===== src/rtl/rf_access_ctrl.sv =====
// Two-requester round-robin access controller in front of a UID-tagged register file.
// Sequences lookup, owner check, optional commit and response; counts refused accesses.
module rf_access_ctrl #(
    parameter int unsigned ADDR_W = 4,
    parameter int unsigned DATA_W = 12,
    parameter int unsigned UID_W  = 12,
    parameter int unsigned RD_W   = 16
) (
    input  logic              clk_i,
    input  logic              rst_ni,
    input  logic              req0_i,
    input  logic              req1_i,
    input  logic              we0_i,
    input  logic              we1_i,
    input  logic [ADDR_W-1:0] addr0_i,
    input  logic [ADDR_W-1:0] addr1_i,
    input  logic [DATA_W-1:0] wd0_i,
    input  logic [DATA_W-1:0] wd1_i,
    input  logic [UID_W-1:0]  uid0_i,
    input  logic [UID_W-1:0]  uid1_i,
    output logic              ack0_o,
    output logic              ack1_o,
    output logic              deny_o,
    output logic [RD_W-1:0]   rdata_o,
    output logic              busy_o,
    output logic [7:0]        viol_cnt_o,
    output logic [ADDR_W-1:0] rf_adr1_o,
    output logic [ADDR_W-1:0] rf_wa_o,
    output logic [DATA_W-1:0] rf_wd_o,
    output logic [UID_W-1:0]  u_id_o,
    output logic              rf_en_o,
    input  logic [RD_W-1:0]   rf_rs1_i,
    input  logic [UID_W-1:0]  rf_uid_out_i
);

    typedef enum logic [2:0] {StIdle, StLookup, StCheck, StCommit, StResp} state_e;

    state_e            state_q, state_d;
    logic              last_q, last_d;
    logic              gnt_q, gnt_d;
    logic              we_q, we_d;
    logic [DATA_W-1:0] wd_q, wd_d;
    logic [UID_W-1:0]  uid_q, uid_d;
    logic [RD_W-1:0]   rs1_q, rs1_d;
    logic [UID_W-1:0]  owner_q, owner_d;
    logic              ack0_q, ack0_d, ack1_q, ack1_d, deny_q, deny_d;
    logic [RD_W-1:0]   rdata_q, rdata_d;
    logic              busy_q, busy_d;
    logic [7:0]        viol_q, viol_d;
    logic [ADDR_W-1:0] rf_adr1_q, rf_adr1_d, rf_wa_q, rf_wa_d;
    logic [DATA_W-1:0] rf_wd_q, rf_wd_d;
    logic [UID_W-1:0]  u_id_q, u_id_d;
    logic              rf_en_q, rf_en_d;
    logic              allow, win;

    // UID 0 is reserved and never allowed, even on an unowned register.
    assign allow = (uid_q != '0) && ((owner_q == '0) || (owner_q == uid_q));

    always_comb begin
        state_d   = state_q;
        last_d    = last_q;
        gnt_d     = gnt_q;
        we_d      = we_q;
        wd_d      = wd_q;
        uid_d     = uid_q;
        rs1_d     = rs1_q;
        owner_d   = owner_q;
        ack0_d    = 1'b0;
        ack1_d    = 1'b0;
        deny_d    = 1'b0;
        rdata_d   = '0;
        viol_d    = viol_q;
        rf_adr1_d = rf_adr1_q;
        rf_wa_d   = rf_wa_q;
        rf_wd_d   = rf_wd_q;
        u_id_d    = u_id_q;
        rf_en_d   = 1'b0;
        win       = 1'b0;
        unique case (state_q)
            StIdle: begin
                if (req0_i || req1_i) begin
                    win       = (req0_i && req1_i) ? ~last_q : req1_i;
                    last_d    = win;
                    gnt_d     = win;
                    we_d      = win ? we1_i : we0_i;
                    rf_adr1_d = win ? addr1_i : addr0_i;
                    wd_d      = win ? wd1_i : wd0_i;
                    uid_d     = win ? uid1_i : uid0_i;
                    state_d   = StLookup;
                end
            end
            StLookup: begin
                rs1_d   = rf_rs1_i;
                owner_d = rf_uid_out_i;
                state_d = StCheck;
            end
            StCheck: begin
                if (allow && we_q) begin
                    rf_en_d = 1'b1;
                    rf_wa_d = rf_adr1_q;
                    rf_wd_d = wd_q;
                    u_id_d  = uid_q;
                    state_d = StCommit;
                end else begin
                    ack0_d  = ~gnt_q;
                    ack1_d  = gnt_q;
                    deny_d  = ~allow;
                    rdata_d = (allow && !we_q) ? rs1_q : '0;
                    if (!allow && (viol_q != 8'hFF)) viol_d = viol_q + 8'd1;
                    state_d = StResp;
                end
            end
            StCommit: begin
                ack0_d  = ~gnt_q;
                ack1_d  = gnt_q;
                state_d = StResp;
            end
            StResp:  state_d = StIdle;
            default: state_d = StIdle;
        endcase
        busy_d = (state_d != StIdle);
    end

    always_ff @(posedge clk_i or negedge rst_ni) begin
        if (!rst_ni) begin
            state_q   <= StIdle;
            last_q    <= 1'b1;
            gnt_q     <= 1'b0;
            we_q      <= 1'b0;
            wd_q      <= '0;
            uid_q     <= '0;
            rs1_q     <= '0;
            owner_q   <= '0;
            ack0_q    <= 1'b0;
            ack1_q    <= 1'b0;
            deny_q    <= 1'b0;
            rdata_q   <= '0;
            busy_q    <= 1'b0;
            viol_q    <= '0;
            rf_adr1_q <= '0;
            rf_wa_q   <= '0;
            rf_wd_q   <= '0;
            u_id_q    <= '0;
            rf_en_q   <= 1'b0;
        end else begin
            state_q   <= state_d;
            last_q    <= last_d;
            gnt_q     <= gnt_d;
            we_q      <= we_d;
            wd_q      <= wd_d;
            uid_q     <= uid_d;
            rs1_q     <= rs1_d;
            owner_q   <= owner_d;
            ack0_q    <= ack0_d;
            ack1_q    <= ack1_d;
            deny_q    <= deny_d;
            rdata_q   <= rdata_d;
            busy_q    <= busy_d;
            viol_q    <= viol_d;
            rf_adr1_q <= rf_adr1_d;
            rf_wa_q   <= rf_wa_d;
            rf_wd_q   <= rf_wd_d;
            u_id_q    <= u_id_d;
            rf_en_q   <= rf_en_d;
        end
    end

    assign ack0_o     = ack0_q;
    assign ack1_o     = ack1_q;
    assign deny_o     = deny_q;
    assign rdata_o    = rdata_q;
    assign busy_o     = busy_q;
    assign viol_cnt_o = viol_q;
    assign rf_adr1_o  = rf_adr1_q;
    assign rf_wa_o    = rf_wa_q;
    assign rf_wd_o    = rf_wd_q;
    assign u_id_o     = u_id_q;
    assign rf_en_o    = rf_en_q;

endmodule


===== config.mk =====
export PLATFORM = sky130hd
export DESIGN_NAME = rf_access_ctrl
export DESIGN_NICKNAME = d
export VERILOG_FILES = /design/src/rtl/rf_access_ctrl.sv
export SDC_FILE = /design/constraint.sdc
export NUM_CORES = 1
export LEC_CHECK = 0
export ABC_AREA = 1
export CAP_MARGIN = 10
export CORE_MARGIN = 1.5
export CORE_UTILIZATION = 43
export DETAILED_ROUTE_END_ITERATION = 7
export PLACE_DENSITY = 0.87
export SLEW_MARGIN = 10
export SYNTH_ARGS = -nofsm -noshare
export SYNTH_HDL_FRONTEND = slang
export SYNTH_SLANG_ARGS = --single-unit

===== constraint.sdc =====
create_clock -name clk_i -period 1.3 [get_ports clk_i]
set_input_delay 0.325 -clock clk_i [delete_from_list [all_inputs] [get_ports clk_i]]
set_output_delay 0.325 -clock clk_i [all_outputs]
set_load 0.02 [all_outputs]

==> results.ini, run 1 <==
[grt]
grt.total_usage_pct = 27.26
grt-busiest-layer = met2
grt_use_met1_pct = 33.35
grt_pass1_vias = 5287
antenna_found_initial = 0
grt_max_degree = 50
grt_util_met2_pct = 48.62
met3_usage_pct = 5.280
grt_pass1_wl_mm = 26.77
grt_remaining_overflow = 0

[power]
p_sw_w = 0.007521
clkPwrFrac_pct = 25.7
swShare_pct = 36.72
pwr-share-seq_pct = 28.5
peakVddDrop_v = 0.001292
internal_power_w = 0.01296
power_density_mw_per_mm2 = 2233
cellLeakagePower_nw = 4.384
combPwrFrac_pct = 45.8

[critical_path]
startpoint_type = register
crit_top_cell = nand2_1
arrival_ps = 2190
end_kind = register
critPathMaxStageDelay_ps = 430
critical-path-top-delay-family = simple AND/OR/NAND/NOR gates
startpoint = owner_q[2]
slowest_stage = dfrtp_1
critPathBufInv = 3
required_ps = 1600
worstReg2RegStart = owner_q[2]
crit_chain = inv_1 -> nand2_1 -> nand2_1 -> nand2_1 -> nor2_2 -> nand3_2 -> nand2_2 -> buf_4 -> nand4_1 -> nand2_2 -> inv_1
path_max_fanout = 3
worstSetupPathType = reg2reg

[final_layout]
diodes = 0
syn2layout_area_growth_pct = 79.88
final_util_pct = 79.98
layout.cells.non_filler = 981
nets = 916
drive_above_1_share_pct = 46.90
final.fill_count = 612

[placement]
hpwl_mm = 10.29
io_buffers = 150
globalplace.congestion = 0.8392
dp_cells = 881

[synth]
yosysSeqAreaShare_pct = 58.43
syn_nets = 644
ys_seq_elements = 119
synth_area_mm2 = 0.005099
synth.area.top_cells = dfrtp_1, nand2_1, nand4_1
syn_inst = 553
ys_warn_count = 0
yosysTopAreaCell = dfrtp_1
synth.distinct_cells = 27
synth_top_area_share_pct = 57.91
syn_avg_cell_area_um2 = 9.220

[timing]
rsz0062_at_grt = yes
worst_pin_slew_ps = 481.6
final-setup-viol-count = 119
finalWorstSetupSlack_ps = -593.8
fmaxAchievable_mhz = 528.0
tns_ps = -36770
skew_ps = 11.93
maxSlewHeadroom_pct = 67.86
slew_viol_final = 0
fin_crit_ps = 1894
hold_violations = 0
min_period_over_period_pct = 145.7

[run_status]
violations = negative setup slack
status = finished, violations left

[clocking]
clk_latency_ps = 410
cts.sinks = 119
cts_made_buffers = 17
clock_path_buffers = 2
htreeDepth = 4
tritoncts = built
clkSlewWorstSetupHoldPaths_ps = 60
clockRootBuffer = clkbuf_16

[detailed_routing]
via_per_inst = 5.699
routed_wl_mm = 20.67
ant_nets = 0
vias = 5591
drt_iter0_drc = 588
dr.pass1.iters = 5
wl_per_cell_um = 21.07
drc_errors = 0

[die]
die_w_um = 111.9
start_util_pct = 44.46
num_io_pins = 151
fp-row-count = 39
core_mm2 = 0.01147
dieArea_mm2 = 0.01252
die_height_um = 111.9

[run]
max-cap-violations = 0

[worst_hold_path]
min_path_type = in2async

[metrics by stage]
step | hold WS [ps] | worst slack (ps) | power [W] | area (um^2)
6_report | 351.4 | -593.8 | 0.02048 | 9171
5_1_grt | 364.8 | -666.2 | 0.02119 | 9171
4_1_cts | 347.8 | -353.4 | 0.01804 | 8220
3_5_place_dp | 243.1 | -492.0 | 0.01144 | 7246
3_3_place_gp | 235.7 | -340.1 | 0.01117 | 7246
2_1_floorplan | 29.41 | -116.8 | 0.008616 | 5134
[worst paths after layout]
check	cells past startpoint	endpoint	slack (ps)
setup / recovery	11	state_q[2]	-590
hold / removal	2	rdata_o[7]	350
setup reg to reg	11	state_q[2]	-590
hold reg to reg	1	ack0_o	470
max in group asynchronous	3	owner_q[9]	330
min in group clk_i	1	ack0_o	470
[cell usage after synthesis, drive strengths merged]
cell and number:
nand2 151, dfrtp 118, nor2 67, o21ai 46, nand4 42, inv 33, mux2 20, buf 16
clkbuf 15, o22ai 13, a21oi 9, xnor2 7, nand3 5, nor3 3, xor2 3, dfstp 1
ha 1, nand3b 1, nor4 1, o211ai 1
[layout by cell type, fill, tap and decap left out, types with 4 or more instances in the layout]
cell,instances
o22ai_2,9
nand2_2,37
nand2_4,9
clkdlybuf4s50_1,88
xnor2_1,7
nor2_4,8
buf_4,97
a21oi_1,6
buf_8,4
mux2_2,20
buf_12,13
nor2_2,19
o21ai_4,6
bufinv_16,5
buf_6,39
inv_1,16
nand4_1,42
dfrtp_2,6
inv_2,17
buf_16,4
nand2_1,104
o21ai_2,25
clkbuf_16,23
o22ai_1,4
o21ai_1,15
dfrtp_1,112
nor2_1,40
buf_2,30
[kinds of logic after synthesis]
| family | count (synthesis) | synth area share [%] |
|---|---|---|
| and+or+nand+nor | 270 | 22.65 |
| DFF | 119 | 58.43 |
| AOI/OAI and AO/OA | 69 | 7.215 |
| buffers and inverters | 64 | 5.325 |
| muxes | 20 | 4.417 |
| xor gates and xnor gates | 10 | 1.718 |
| adders and majority gates | 1 | 0.2454 |
[state kept, by name (all words and copies together) (netlist names), 3 cells and up]
| signal | count |
|---|---|
| u_id_o | 12 |
| rf_adr1_o | 4 |
| rf_wa_o | 4 |
| state_q | 3 |
| viol_cnt_o | 8 |
| rs1_q | 16 |
| rdata_o | 16 |
| uid_q | 12 |
| wd_q | 12 |
| owner_q | 12 |
| rf_wd_o | 12 |
[power groups by stage]
stage               Clock, W  Combinational [W]  Sequential, W
floorplan                  0            0.00294        0.00568
global route         0.00543            0.00985        0.00591
detailed placement         0            0.00581        0.00564
CTS                  0.00519            0.00722        0.00562
finish               0.00526            0.00938        0.00584
global placement           0            0.00559        0.00558
[repair_timing]
item	CTS	global route
resized for setup	383	160
cloned	8	9
hold buffers	1	0
endpoints found under the hold margin	17	0
buffers inserted	16	37
pin swaps	24	39
endpoints found under the setup margin	167	143
[worst reg2reg max path, cell delays in order (launching register included)]
cell and delay (ps):
dfrtp_1 430, inv_1 120, nand2_1 80, nand2_1 70, nand2_1 100, nor2_2 140, nand3_2 130, nand2_2 100
buf_4 150, nand4_1 200, nand2_2 180, inv_1 70
[final cells by class]
cell class              count  area [um^2]  area share (%)
clock buffers              18        429.2           4.679
well taps                 143        178.9           1.951
flip-flops and latches    119         2987           32.56
multi-input cells         372         2442           26.63
repair buffers            282         2789           30.41
clock inverters            14        221.5           2.415
inverters                  33        123.9           1.351
[layer usage]
metal | routed length (um) | up-vias
li1 | - | 2383
met1 | 7842 | 2747
met2 | 10290 | 373
met3 | 1521 | 88
met4 | 1008 | 0
met5 | 0 | -
(Power assumes the default switching activity.)
==> run 2: changes to the inputs <==
--- a/config.mk
+++ b/config.mk
@@ -9,6 +9,7 @@
 export CAP_MARGIN = 10
 export CORE_MARGIN = 1.5
 export CORE_UTILIZATION = 43
+export CTS_CLUSTER_SIZE = 24
 export DETAILED_ROUTE_END_ITERATION = 7
 export PLACE_DENSITY = 0.87
 export SLEW_MARGIN = 10
==> results of run 2 <==
Same layout as run 1: the final DEF is identical, and so are final timing and power.
==> run 3: changes to the inputs <==
--- a/config.mk
+++ b/config.mk
@@ -6,12 +6,12 @@
 export NUM_CORES = 1
 export LEC_CHECK = 0
 export ABC_AREA = 1
-export CAP_MARGIN = 10
+export CAP_MARGIN = 30
 export CORE_MARGIN = 1.5
 export CORE_UTILIZATION = 43
 export CTS_CLUSTER_SIZE = 24
 export DETAILED_ROUTE_END_ITERATION = 7
-export PLACE_DENSITY = 0.87
+export PLACE_DENSITY = 0.77
 export SLEW_MARGIN = 10
 export SYNTH_ARGS = -nofsm -noshare
 export SYNTH_HDL_FRONTEND = slang
==> run 3 against run 2 <==
Die area unchanged. Critical endpoint is now rf_wa_o[3]. Clock skew fell by 2.0 ps. Via count shrank 4.3%. Cell area shrank 0.93%. The run still ends with negative setup slack left. Final cell count is 0.10% lower. Setup slack gained 67 ps.
==> results.ini, run 3 (synthesis gave the netlist of run 1 again) <==
[timing]
skew_ps = 9.896  ; -2.038 ps
finalWorstSetupSlack_ps = -527.0  ; +66.85 ps
maxSlewHeadroom_pct = 74.52  ; +6.7 points
fin_crit_ps = 1827  ; -66.85 ps
hold_violations = 0  ; unchanged
rsz0062_at_grt = yes
final-setup-viol-count = 126  ; +5.9%
worst_pin_slew_ps = 382.2  ; -99.36 ps
fmaxAchievable_mhz = 547.4  ; +3.7%
min_period_over_period_pct = 140.5  ; -5.1 points
slew_viol_final = 0  ; unchanged

[clocking]
htreeDepth = 4  ; unchanged
cts_made_buffers = 17  ; unchanged
tritoncts = built
clkSlewWorstSetupHoldPaths_ps = 60  ; about the same
clk_latency_ps = 420  ; about the same
clockRootBuffer = clkbuf_16
cts.sinks = 119  ; unchanged
clock_path_buffers = 2  ; unchanged

[critical_path]
end_kind = register
rrSetupSlack_ps = -530  ; +70 ps
required_ps = 1600  ; about the same
cp.depth = 8  ; -3
arrival_ps = 2120  ; -70 ps
worstSetupPathType = reg2reg
crit_chain = nor4_1 -> nand2_1 -> nand2_2 -> nand4_1 -> buf_4 -> buf_6 -> nand2_2 -> nand2_1
critPathBufInv = 2  ; -1
critPathMaxStageDelay_ps = 400  ; -30 ps
critical-path-top-delay-family = simple AND/OR/NAND/NOR gates
startpoint_type = register
reg2reg_depth = 8  ; -3
slowest_stage = dfrtp_1
path_max_fanout = 6  ; +3

[final_layout]
layout_common_cells = dfrtp_1, nand2_1, buf_4
diodes = 0  ; unchanged
syn2layout_area_growth_pct = 78.21
final.fill_count = 670  ; +9.5%
seq_area_mm2 = 0.002983  ; -0.13%
nets = 915  ; -0.11%
final_common_cell = dfrtp_1
fin_area_mm2 = 0.009086  ; -0.93%
multi_input_area_mm2 = 0.002302  ; -5.7%
drive_above_1_share_pct = 44.68  ; -2.2 points

[detailed_routing]
ant_nets = 0  ; unchanged
dr.pass1.iters = 5  ; unchanged
drc_errors = 0  ; unchanged
via_per_inst = 5.460  ; -4.2%
wl_per_cell_um = 19.25  ; -8.6%
vias = 5351  ; -4.3%
drt_iter0_drc = 373  ; -37%
routed_wl_mm = 18.87  ; -8.7%

[die]
die_w_um = 111.9  ; unchanged
dieArea_mm2 = 0.01252  ; unchanged
start_util_pct = 44.46  ; unchanged
fp-row-count = 39  ; unchanged
core_mm2 = 0.01147  ; unchanged
die_height_um = 111.9  ; unchanged
num_io_pins = 151  ; unchanged

[run_status]
violations = negative setup slack
status = finished, violations left

[grt]
grt_remaining_overflow = 0  ; unchanged
grt.total_usage_pct = 27.64  ; +0.38 points
grt_pass1_wl_mm = 26.64  ; -0.47%
grt_max_degree = 30  ; -40%
antenna_found_initial = 0  ; unchanged
grt_pass1_vias = 5337  ; +0.95%

[power]
power_density_mw_per_mm2 = 2210  ; -1.0%
cellLeakagePower_nw = 4.381  ; about the same
peakVddDrop_v = 0.001479  ; +14%
power_w = 0.02008  ; -1.9%

[placement]
hpwl_mm = 9.834  ; -4.4%
postPlaceCellArea_mm2 = 0.007291  ; +0.62%
globalplace.congestion = 0.9150  ; +9.0%
io_buffers = 150  ; unchanged

[run]
max-cap-violations = 0  ; unchanged

[worst_hold_path]
min_path_type = in2async

[run 3: what timing repair did]
item / in CTS / in global routing
setup buffers: 16 / 34
endpoints found under the hold margin: 18 / 0
pin swaps: 37 / 38
gates cloned: 12 / 5
gates resized for setup: 394 / 129
hold buffers: 1 / 0
endpoints found under the setup margin: 167 / 156
[run 3: cell type report]
class                           count  share of cell area [%]
Tap cell                          143                   1.969
Timing Repair Buffer              282                   31.41
Clock buffer                       17                   4.682
Inverter                           33                   1.391
Multi-Input combinational cell    371                   25.34
Sequential cell                   119                   32.83
Clock inverter                     15                   2.382
[run 3: power by group]
| part | internal, W | switching [W] | total (W) |
|---|---|---|---|
| combinational | 0.00476 | 0.00447 | 0.00923 |
| sequential | 0.00483 | 0.000898 | 0.00573 |
| clock | 0.00325 | 0.00187 | 0.00513 |
[run 3: stage by stage]
step                      utilization, %  worst slack [ps]  hold slack, ps  cells  TNS (ps)
final                              79.24            -527.0           384.9    980    -33400
after detailed placement           63.58            -412.8           265.9    882    -29000
after CTS                          73.32            -340.3           367.3    943    -19970
after global placement             63.58            -351.4           262.5    882    -26680
after floorplan                        -            -116.8           29.41    553     -4447
after global routing               79.24            -580.3           395.5    980    -39690
[run 3: per-layer routing]
metal	global-route usage [%]	routed length [um]	part of all wire, %	vias up
met5	0	0	0	-
met2	48.46	9679	51	301
met1	32.55	7145	38	2600
met4	11.56	694	3.7	0
met3	6.532	1349	7.1	63
li1	-	-	-	2387
[run 3: final timing paths]
check,startpoint,end
setup / recovery,owner_q[8],rf_wa_o[3]
hold reg to reg,gnt_q,ack0_o
hold / removal,rst_ni,rdata_o[0]
setup reg to reg,owner_q[8],rf_wa_o[3]
min in group clk_i,gnt_q,ack0_o
max in group asynchronous,rst_ni,u_id_o[1]
[run 3: worst reg2reg max path, stage by stage, from the launching register on]
cell     delay, ps
dfrtp_1        400
nor4_1         380
nand2_1        180
nand2_2        150
nand4_1        140
buf_4          190
buf_6          140
nand2_2         50
nand2_1         70
